## config.mk

```make
export PLATFORM = sky130hd
export DESIGN_NAME = mod_presc_arb
export DESIGN_NICKNAME = d
export VERILOG_FILES = /design/src/rtl/presc_pkg.sv /design/src/rtl/mod_rr_pick.sv /design/src/rtl/mod_presc_arb.sv
export SDC_FILE = /design/constraint.sdc
export NUM_CORES = 1
export LEC_CHECK = 0
export CAP_MARGIN = 0
export CORE_AREA = 3 3 99 101
export CTS_BUF_LIST = sky130_fd_sc_hd__clkbuf_4
export DETAILED_ROUTE_END_ITERATION = 6
export DIE_AREA = 0 0 102 104
export GPL_TIMING_DRIVEN = 0
export PLACE_DENSITY = 0.42
export SETUP_SLACK_MARGIN = 0.3
export SLEW_MARGIN = 20
export SYNTH_ARGS = -nofsm -noshare
export SYNTH_HDL_FRONTEND = slang
export SYNTH_SLANG_ARGS = --single-unit
export TNS_END_PERCENT = 20
```

## constraint.sdc

```tcl
create_clock -name clk_i -period 4.8 [get_ports clk_i]
set_clock_uncertainty 0.1 [all_clocks]
set_input_delay 0.96 -clock clk_i [delete_from_list [all_inputs] [get_ports clk_i]]
set_output_delay 0.96 -clock clk_i [all_outputs]
set_load 0.01 [all_outputs]
```

## src/rtl/presc_pkg.sv

```systemverilog
// Shared types and defaults for the prescaler arbiter family.
package presc_pkg;

  localparam int unsigned PrescMaxDefault = 256;

  typedef enum logic [1:0] {
    StIdle,
    StGrant,
    StRun,
    StRelease
  } arb_state_e;

endpackage

```

## src/rtl/mod_rr_pick.sv

```systemverilog
// Combinational round-robin picker: selects the first active request after index last,
// wrapping modulo NUM_REQ. Reusable by any arbiter that keeps its own last-owner register.
module mod_rr_pick #(
  parameter int unsigned NUM_REQ = 4,
  parameter int unsigned IW      = $clog2(NUM_REQ)
) (
  input  logic [NUM_REQ-1:0] req,
  input  logic [IW-1:0]      last,
  output logic [NUM_REQ-1:0] onehot,
  output logic [IW-1:0]      idx,
  output logic               valid
);

  int unsigned cand;
  logic [IW-1:0] cidx;
  logic found;

  always_comb begin
    onehot = '0;
    idx    = '0;
    valid  = |req;
    cand   = 0;
    cidx   = '0;
    found  = 1'b0;
    // Offset 1 is checked first so the previous owner has lowest priority.
    for (int unsigned i = 1; i <= NUM_REQ; i++) begin
      cand = (32'(last) + i) % NUM_REQ;
      cidx = IW'(cand);
      if (!found && req[cidx]) begin
        found        = 1'b1;
        idx          = cidx;
        onehot       = '0;
        onehot[cidx] = 1'b1;
      end
    end
  end

endmodule

```

## src/rtl/mod_presc_arb.sv

```systemverilog
// Round-robin arbiter sharing one programmable tick generator among NUM_REQ requesters.
// Define PRESC_ARB_TIMEOUT_EN to force a release after TIMEOUT_TICKS ticks per grant.
module mod_presc_arb
  import presc_pkg::*;
#(
  parameter int unsigned NUM_REQ       = 4,
  parameter int unsigned PRESC_MAX     = PrescMaxDefault,
  parameter int unsigned TIMEOUT_TICKS = 64,
  localparam int unsigned PW           = $clog2(PRESC_MAX) + 1,
  localparam int unsigned IW           = $clog2(NUM_REQ)
) (
  input  logic                  clk_i,
  input  logic                  rst_i,
  input  logic [NUM_REQ-1:0]    req_i,
  input  logic [NUM_REQ*PW-1:0] presc_i,
  output logic [NUM_REQ-1:0]    gnt_o,
  output logic                  tick_o,
  output logic                  busy_o,
  output logic                  timeout_o
);

  localparam logic [PW-1:0] DivMax = PW'(PRESC_MAX - 1);

  arb_state_e         state_q, state_d;
  logic [IW-1:0]      owner_q, owner_d;
  logic [NUM_REQ-1:0] owner_oh_q, owner_oh_d;
  logic [IW-1:0]      last_q, last_d;
  logic [PW-1:0]      div_q, div_d;
  logic [PW-1:0]      cnt_q, cnt_d;
  logic [PW-1:0]      presc_sel;
  logic [NUM_REQ-1:0] pick_oh;
  logic [IW-1:0]      pick_idx;
  logic               pick_valid;
  logic               owner_req;

`ifdef PRESC_ARB_TIMEOUT_EN
  localparam int unsigned TW = $clog2(TIMEOUT_TICKS + 1);
  logic [TW-1:0] tcnt_q, tcnt_d;
  logic          forced_q, forced_d;
`else
  logic unused_timeout_ticks;
  assign unused_timeout_ticks = ^TIMEOUT_TICKS;
`endif

  mod_rr_pick #(
    .NUM_REQ(NUM_REQ),
    .IW     (IW)
  ) u_rr_pick (
    .req   (req_i),
    .last  (last_q),
    .onehot(pick_oh),
    .idx   (pick_idx),
    .valid (pick_valid)
  );

  assign owner_req = |(req_i & owner_oh_q);

  always_comb begin
    presc_sel = '0;
    for (int unsigned i = 0; i < NUM_REQ; i++) begin
      if (owner_oh_q[i]) presc_sel = presc_i[i*PW +: PW];
    end
  end

  always_comb begin
    state_d    = state_q;
    owner_d    = owner_q;
    owner_oh_d = owner_oh_q;
    last_d     = last_q;
    div_d      = div_q;
    cnt_d      = cnt_q;
    gnt_o      = '0;
    tick_o     = 1'b0;
    busy_o     = (state_q != StIdle);
    timeout_o  = 1'b0;
`ifdef PRESC_ARB_TIMEOUT_EN
    tcnt_d     = tcnt_q;
    forced_d   = forced_q;
`endif
    unique case (state_q)
      StIdle: begin
        if (pick_valid) begin
          owner_d    = pick_idx;
          owner_oh_d = pick_oh;
          state_d    = StGrant;
        end
      end
      StGrant: begin
        gnt_o   = owner_oh_q;
        div_d   = (presc_sel > DivMax) ? DivMax : presc_sel;
        cnt_d   = '0;
        state_d = StRun;
`ifdef PRESC_ARB_TIMEOUT_EN
        tcnt_d   = '0;
        forced_d = 1'b0;
`endif
      end
      StRun: begin
        gnt_o = owner_oh_q;
        // A dropping request wins over a coinciding terminal count: no tick.
        if (!owner_req) begin
          state_d = StRelease;
        end else if (cnt_q == div_q) begin
          tick_o = 1'b1;
          cnt_d  = '0;
`ifdef PRESC_ARB_TIMEOUT_EN
          tcnt_d = tcnt_q + 1'b1;
          if (tcnt_q == TW'(TIMEOUT_TICKS - 1)) begin
            state_d  = StRelease;
            forced_d = 1'b1;
          end
`endif
        end else begin
          cnt_d = cnt_q + 1'b1;
        end
      end
      StRelease: begin
        cnt_d   = '0;
        last_d  = owner_q;
        state_d = StIdle;
`ifdef PRESC_ARB_TIMEOUT_EN
        timeout_o = forced_q;
`endif
      end
      default: state_d = StIdle;
    endcase
  end

  always_ff @(posedge clk_i or posedge rst_i) begin
    if (rst_i) begin
      state_q    <= StIdle;
      owner_q    <= '0;
      owner_oh_q <= '0;
      last_q     <= IW'(NUM_REQ - 1);
      div_q      <= '0;
      cnt_q      <= '0;
    end else begin
      state_q    <= state_d;
      owner_q    <= owner_d;
      owner_oh_q <= owner_oh_d;
      last_q     <= last_d;
      div_q      <= div_d;
      cnt_q      <= cnt_d;
    end
  end

`ifdef PRESC_ARB_TIMEOUT_EN
  always_ff @(posedge clk_i or posedge rst_i) begin
    if (rst_i) begin
      tcnt_q   <= '0;
      forced_q <= 1'b0;
    end else begin
      tcnt_q   <= tcnt_d;
      forced_q <= forced_d;
    end
  end
`endif

endmodule

```

# [Word-level counts from Yosys, hierarchy flattened]
# Index checks and enable logic that the tools add are counted.
[totals] in_bits=42 ff_bits=28 out_inout_bits=7 wordCells=90
[op_classes] bitwise_logic=1 eq_ne=7 n_mux=42 reduce_logical=20 n_addsub=5 order_cmp=9
[op_table] cell="9-bit two-way mux" n=7
[op_table] cell="4-bit two-way mux" n=5
[op_table] cell="9-bit one-hot mux with 2 select lines" n=1
[op_table] cell="1-bit two-way mux" n=14
[op_table] cell="2-bit by 3-bit less-than comparator with 1-bit output, second input constant" n=4
[op_table] cell="2-bit two-way mux" n=6
[op_table] cell="9-bit by 1-bit adder with 9-bit output, second input constant" n=1
[op_table] cell="9-bit == test" n=1
[op_table] cell="9-bit by 8-bit greater-than comparator with 1-bit output, second input constant" n=1
[op_table] cell="1-bit binary-select mux with 2-bit select" n=4
[op_table] cell="1-bit demux with 2-bit select" n=4
[op_table] cell="2-bit by 1-bit >= comparator with 1-bit output, second input constant" n=4
[op_table] cell="2-bit one-hot mux with 4 select lines" n=1
[op_table] cell="4-bit OR reduction" n=2
[op_table] cell="1-bit logical AND" n=7
[op_table] cell="2-bit inequality test, second input constant" n=3
[op_table] cell="2-bit AND reduction" n=3
[op_table] cell="2-bit by 1-bit adder with 2-bit output, second input constant" n=2
[op_table] cell="2-bit adder, second input constant" n=2
[op_table] cell="4-bit bitwise AND" n=1
[op_table] cell="2-bit == test, second input constant" n=2
[op_table] cell="2-bit nonzero test" n=2
[op_table] cell="2-bit OR reduction" n=2
[op_table] cell="1-bit logical NOT" n=3
[op_table] cell="2 further kinds" n=2

# [Depth between registers and ports, before layout]
[depth] ltp_word=13 ltp_mapped=9 ltp_nobuf=7

# [Cells and area by module]
# From an unflattened synthesis, not the netlist that was laid out.
[unflattened] cells_unflattened=254 hier_area_um2=2303.5
[modules_own_cells] module="mod_presc_arb" n_inst=1 area_each_um2=1679.1 cells_per_inst=172 seq_area_each_um2=703.2
[modules_own_cells] module="mod_rr_pick" n_inst=1 area_each_um2=624.3 cells_per_inst=82 seq_area_each_um2=0.0

# [Least setup slack after synthesis]
# Ideal clock, no wire load.
[synth_path] kind="input -> output" startpoint="input req_i[2]" endpoint="output tick_o" t_arrival_ns=1.731 setup_slack_ns=2.009 path_buffers=1 t_required_ns=3.740 path_stages=6 path_cell_list="buf_2 a22o_1 nor2_1 nor2_1 inv_1 nor2_1"
[synth_via] elab_chain_cells=4
[synth_lines] element="start: declaration" line_no="mod_presc_arb.sv:14" text="input logic [NUM_REQ-1:0] req_i,"
[synth_lines] element="4-bit bitwise AND" line_no="mod_presc_arb.sv:56" text="assign owner_req = |(req_i & owner_oh_q);"
[synth_lines] element="4-bit OR reduction" line_no="mod_presc_arb.sv:56"
[synth_lines] element="1-bit two-way mux" line_no="mod_presc_arb.sv:101" text="if (!owner_req) begin"
[synth_lines] element="1-bit two-way mux" line_no="mod_presc_arb.sv:80" text="unique case (state_q)"
[synth_lines] element="end: declaration" line_no="mod_presc_arb.sv:17" text="output logic tick_o,"
# Every way passes these cells.

# [Final worst setup path]
[layout_path] startpoint="input req_i[1]" endpoint="output tick_o"
# Same word-level chain as after synthesis.

==> impl_metrics.env <==
export IMPL_cp_required_ns=3.74
export IMPL_rsz0062_at_grt="false"
export IMPL_drive_gt1_share_pct=9.52
export IMPL_syn_to_final_growth_pct=27.9
export IMPL_nets=371
export IMPL_grt_overflow_total=0
export IMPL_synth_edf_count=0
export IMPL_antenna_found_initial=0
export IMPL_grt_pass1_vias=2057
export IMPL_synth_fa_ha_area_share_pct=7.24
export IMPL_cap_violations=0
export IMPL_cp_max_fo=10
export IMPL_clock_path_buffers=2
export IMPL_grt_max_degree=29
export IMPL_combinationalPowerShare_pct=66.8
export IMPL_io_buffers=46
export IMPL_htreeDepth=1
export IMPL_synth_area_top_cells="dfrtp_1, ha_1, a21oi_1"
export IMPL_dr_total_vias=2098
export IMPL_dieWidth_um=102
export IMPL_boundaryPins=49
export IMPL_core_area_um2=9110
export IMPL_cts_root_buf="clkbuf_4"
export IMPL_cts_sinks=28
export IMPL_syn_area_per_cell_um2=8.48
export IMPL_hold_ws_ns=0.413
export IMPL_grt_pass1_wl_um=10800
export IMPL_status="completed"
export IMPL_synthCells=265
export IMPL_synth_main_ff_cell="dfrtp_1"
export IMPL_place_area_um2=2850
export IMPL_synth_top_family_by_area="compound AO/OA/AOI/OAI gates"
export IMPL_synthMuxAreaShare_pct=6.02
export IMPL_drv_slew=0
export IMPL_vias_per_cell=4.92
export IMPL_dr_pass1_iters=4
export IMPL_path_clk_slew_ns=0.15
export IMPL_cts_resized_gates=0
export IMPL_hold_class="flop to flop"
export IMPL_start_util_pct=24.7
export IMPL_crit_chain="clkdlybuf4s50_1 > buf_2 > a22o_1 > nor2_1 > nor2_1 > inv_1 > nor2_1 > clkdlybuf4s50_1"
export IMPL_core_rowCount=35
export IMPL_yosysWarnings=0
export IMPL_worst_pin_slew_ns=0.586
export IMPL_setup_tns_ns=0
export IMPL_synth_xor_area_share_pct=3.51
export IMPL_postRouteAntennaNets=0
export IMPL_slowest_delay_ns=0.55
export IMPL_pwr_share_clk_pct=6.5
export IMPL_numCtsBuffers=3
export IMPL_critPathCaptureType="primary output"
export IMPL_sequentialPowerShare_pct=26.7
export IMPL_arrival_ns=3.02
export IMPL_crit_start="req_i[1]"
export IMPL_gp_congestion=0.814
export IMPL_yosys_area_top_type="dfrtp_1"
export IMPL_r2r_start="last_q[0]"
export IMPL_wl_per_cell_um=15.2
export IMPL_synth_nets=320
export IMPL_crit_top_cell="nor2_1"
export IMPL_hpwl_um=4940
export IMPL_fp_dieH_um=104
export IMPL_p_switching_uw=750
export IMPL_synth_seq_cells=28
export IMPL_clock_latency_ns=0.33
export IMPL_design_area_um2=2870
export IMPL_slew_headroom_pct=60.9
export IMPL_final_util_pct=31.5
export IMPL_postCtsSetupBuffers=0
export IMPL_yosysUniqueCellTypes=53
export IMPL_finalSetupViolCount=0
export IMPL_slowest_stage="clkdlybuf4s50_1"
export IMPL_grt_use_total_pct=12.3
export IMPL_hold_viol=0
export IMPL_cp_start_kind="primary input"
export IMPL_p_int_uw=820
export IMPL_die_area_um2=10600
export IMPL_routed_wl_um=6460
export IMPL_layout_worst_path_cycle_share_pct=85.1
export IMPL_tritoncts="done"
export IMPL_worstHoldStart="owner_q[0]"
export IMPL_total_leakage_power_uw=0.00116
export IMPL_synth_top_area_share_pct=29.0
export IMPL_async_flop_share_pct=100
export IMPL_drcViolationCount=0
export IMPL_drtIter0Drc=86
export IMPL_ys_seq_area_share_pct=31.3
export IMPL_p_per_area_nw_per_um2=547
export IMPL_ir_drop_mv=0.239
export IMPL_fmax_mhz=245
export IMPL_diodes=0
export IMPL_synth_compound_area_share_pct=24.3
export IMPL_synth_simple_area_share_pct=20.8
export IMPL_min_period_ns=4.08
export IMPL_cts_hold_buffers=0
export IMPL_synth_area_um2=2250
export IMPL_crit_type="primary input to primary output"
export IMPL_p_sw_share_pct=47.8
layout by cell type (no fill, tap or decap), types with 3 or more instances in the layout:
master           synthesis  layout
clkbuf_4                 0       3
mux2i_1                  3       3
dfrtp_1                 26      26
mux2_2                   3       3
nor3_1                  10      10
xor2_1                   9       9
and3_1                   3       3
nor2b_1                 13      13
and2_1                   4       4
nor2_1                  25      25
o22ai_1                  3       3
clkdlybuf4s50_1          0      46
a22o_1                   3       3
inv_1                   12      11
a21oi_1                 32      32
ha_1                    13      13
buf_2                    7       7
nor4_1                   3       3
nand3_1                  6       6
a221oi_1                 9       9
clkbuf_1                 7       7
nand2b_1                 4       4
o21ai_0                 16      16
nand2_1                 15      15
per-stage QoR:
step,setup WS [ns],total power [µW],instances
2_1_floorplan,2.01,1160,265
3_3_place_gp,0.680,1490,422
3_5_place_dp,0.685,1490,422
4_1_cts,0.680,1600,426
5_1_grt,0.550,1740,426
6_report,0.717,1570,426
final timing paths:
| kind | depth (start not counted) | end | slack, ns |
|---|---|---|---|
| setup / recovery | 8 | tick_o | 0.72 |
| hold / removal | 2 | owner_q[0] | 0.41 |
| setup reg to reg | 8 | owner_q[1] | 1.86 |
| hold reg to reg | 2 | owner_q[0] | 0.41 |
| max in group asynchronous | 2 | div_q[3] | 3.32 |
| min in group asynchronous | 2 | cnt_q[3] | 0.88 |
synthesized netlist by cell type (3+ instances only):
master,n
a21oi_1,32
dfrtp_1,26
nor2_1,25
o21ai_0,16
nand2_1,15
ha_1,13
nor2b_1,13
inv_1,12
nor3_1,10
a221oi_1,9
xor2_1,9
buf_2,7
clkbuf_1,7
nand3_1,6
and2_1,4
nand2b_1,4
a22o_1,3
and3_1,3
mux2_2,3
mux2i_1,3
nor4_1,3
o22ai_1,3
routing by layer:
metal | global-route usage (%) | vias to the layer above | part of all wire [%]
met3 | 1.81 | 5 | 2.4
li1 | - | 1054 | -
met2 | 20.8 | 31 | 51
met1 | 17.1 | 1008 | 46
met4 | 1.31 | 0 | 0.60
met5 | 0 | - | 0
registers in the layout, summed over array words and instances, names as in the netlist:
signal      cells
state_q         2
last_q          2
owner_q         2
cnt_q           9
div_q           9
owner_oh_q      4
kinds of logic after synthesis:
family,Yosys count
buffers and inverters,31
AO/OA/AOI/OAI,81
multiplexers,9
XOR/XNOR,9
flip-flops,28
other,1
AND/OR/NAND/NOR,93
adder cells (fa/ha/maj),13
worst max-delay path, delay by kind of cell:
kind / cells / cell delay [ns]
compound gates: 1 / 0.23
buf+inv: 4 / 1.40
simple gates: 3 / 0.43
power by group through the flow:
stage	Sequential [µW]	Combinational (µW)	Clock [µW]
floorplan	396	759	0
global placement	428	1070	0
detailed placement	426	1060	0
CTS	422	1060	111
global route	436	1180	121
finish	419	1050	103
cell type report:
type                            instances  area [µm²]
Buffer                                 19         104
Clock buffer                            3        22.5
Clock inverter                          1        3.75
Fill cell                             959        6240
Inverter                               12        45.0
Multi-Input combinational cell        206        1390
Sequential cell                        28         703
Tap cell                              111         139
Timing Repair Buffer                   46         460
Note: power is estimated with default switching activity, not from simulation.
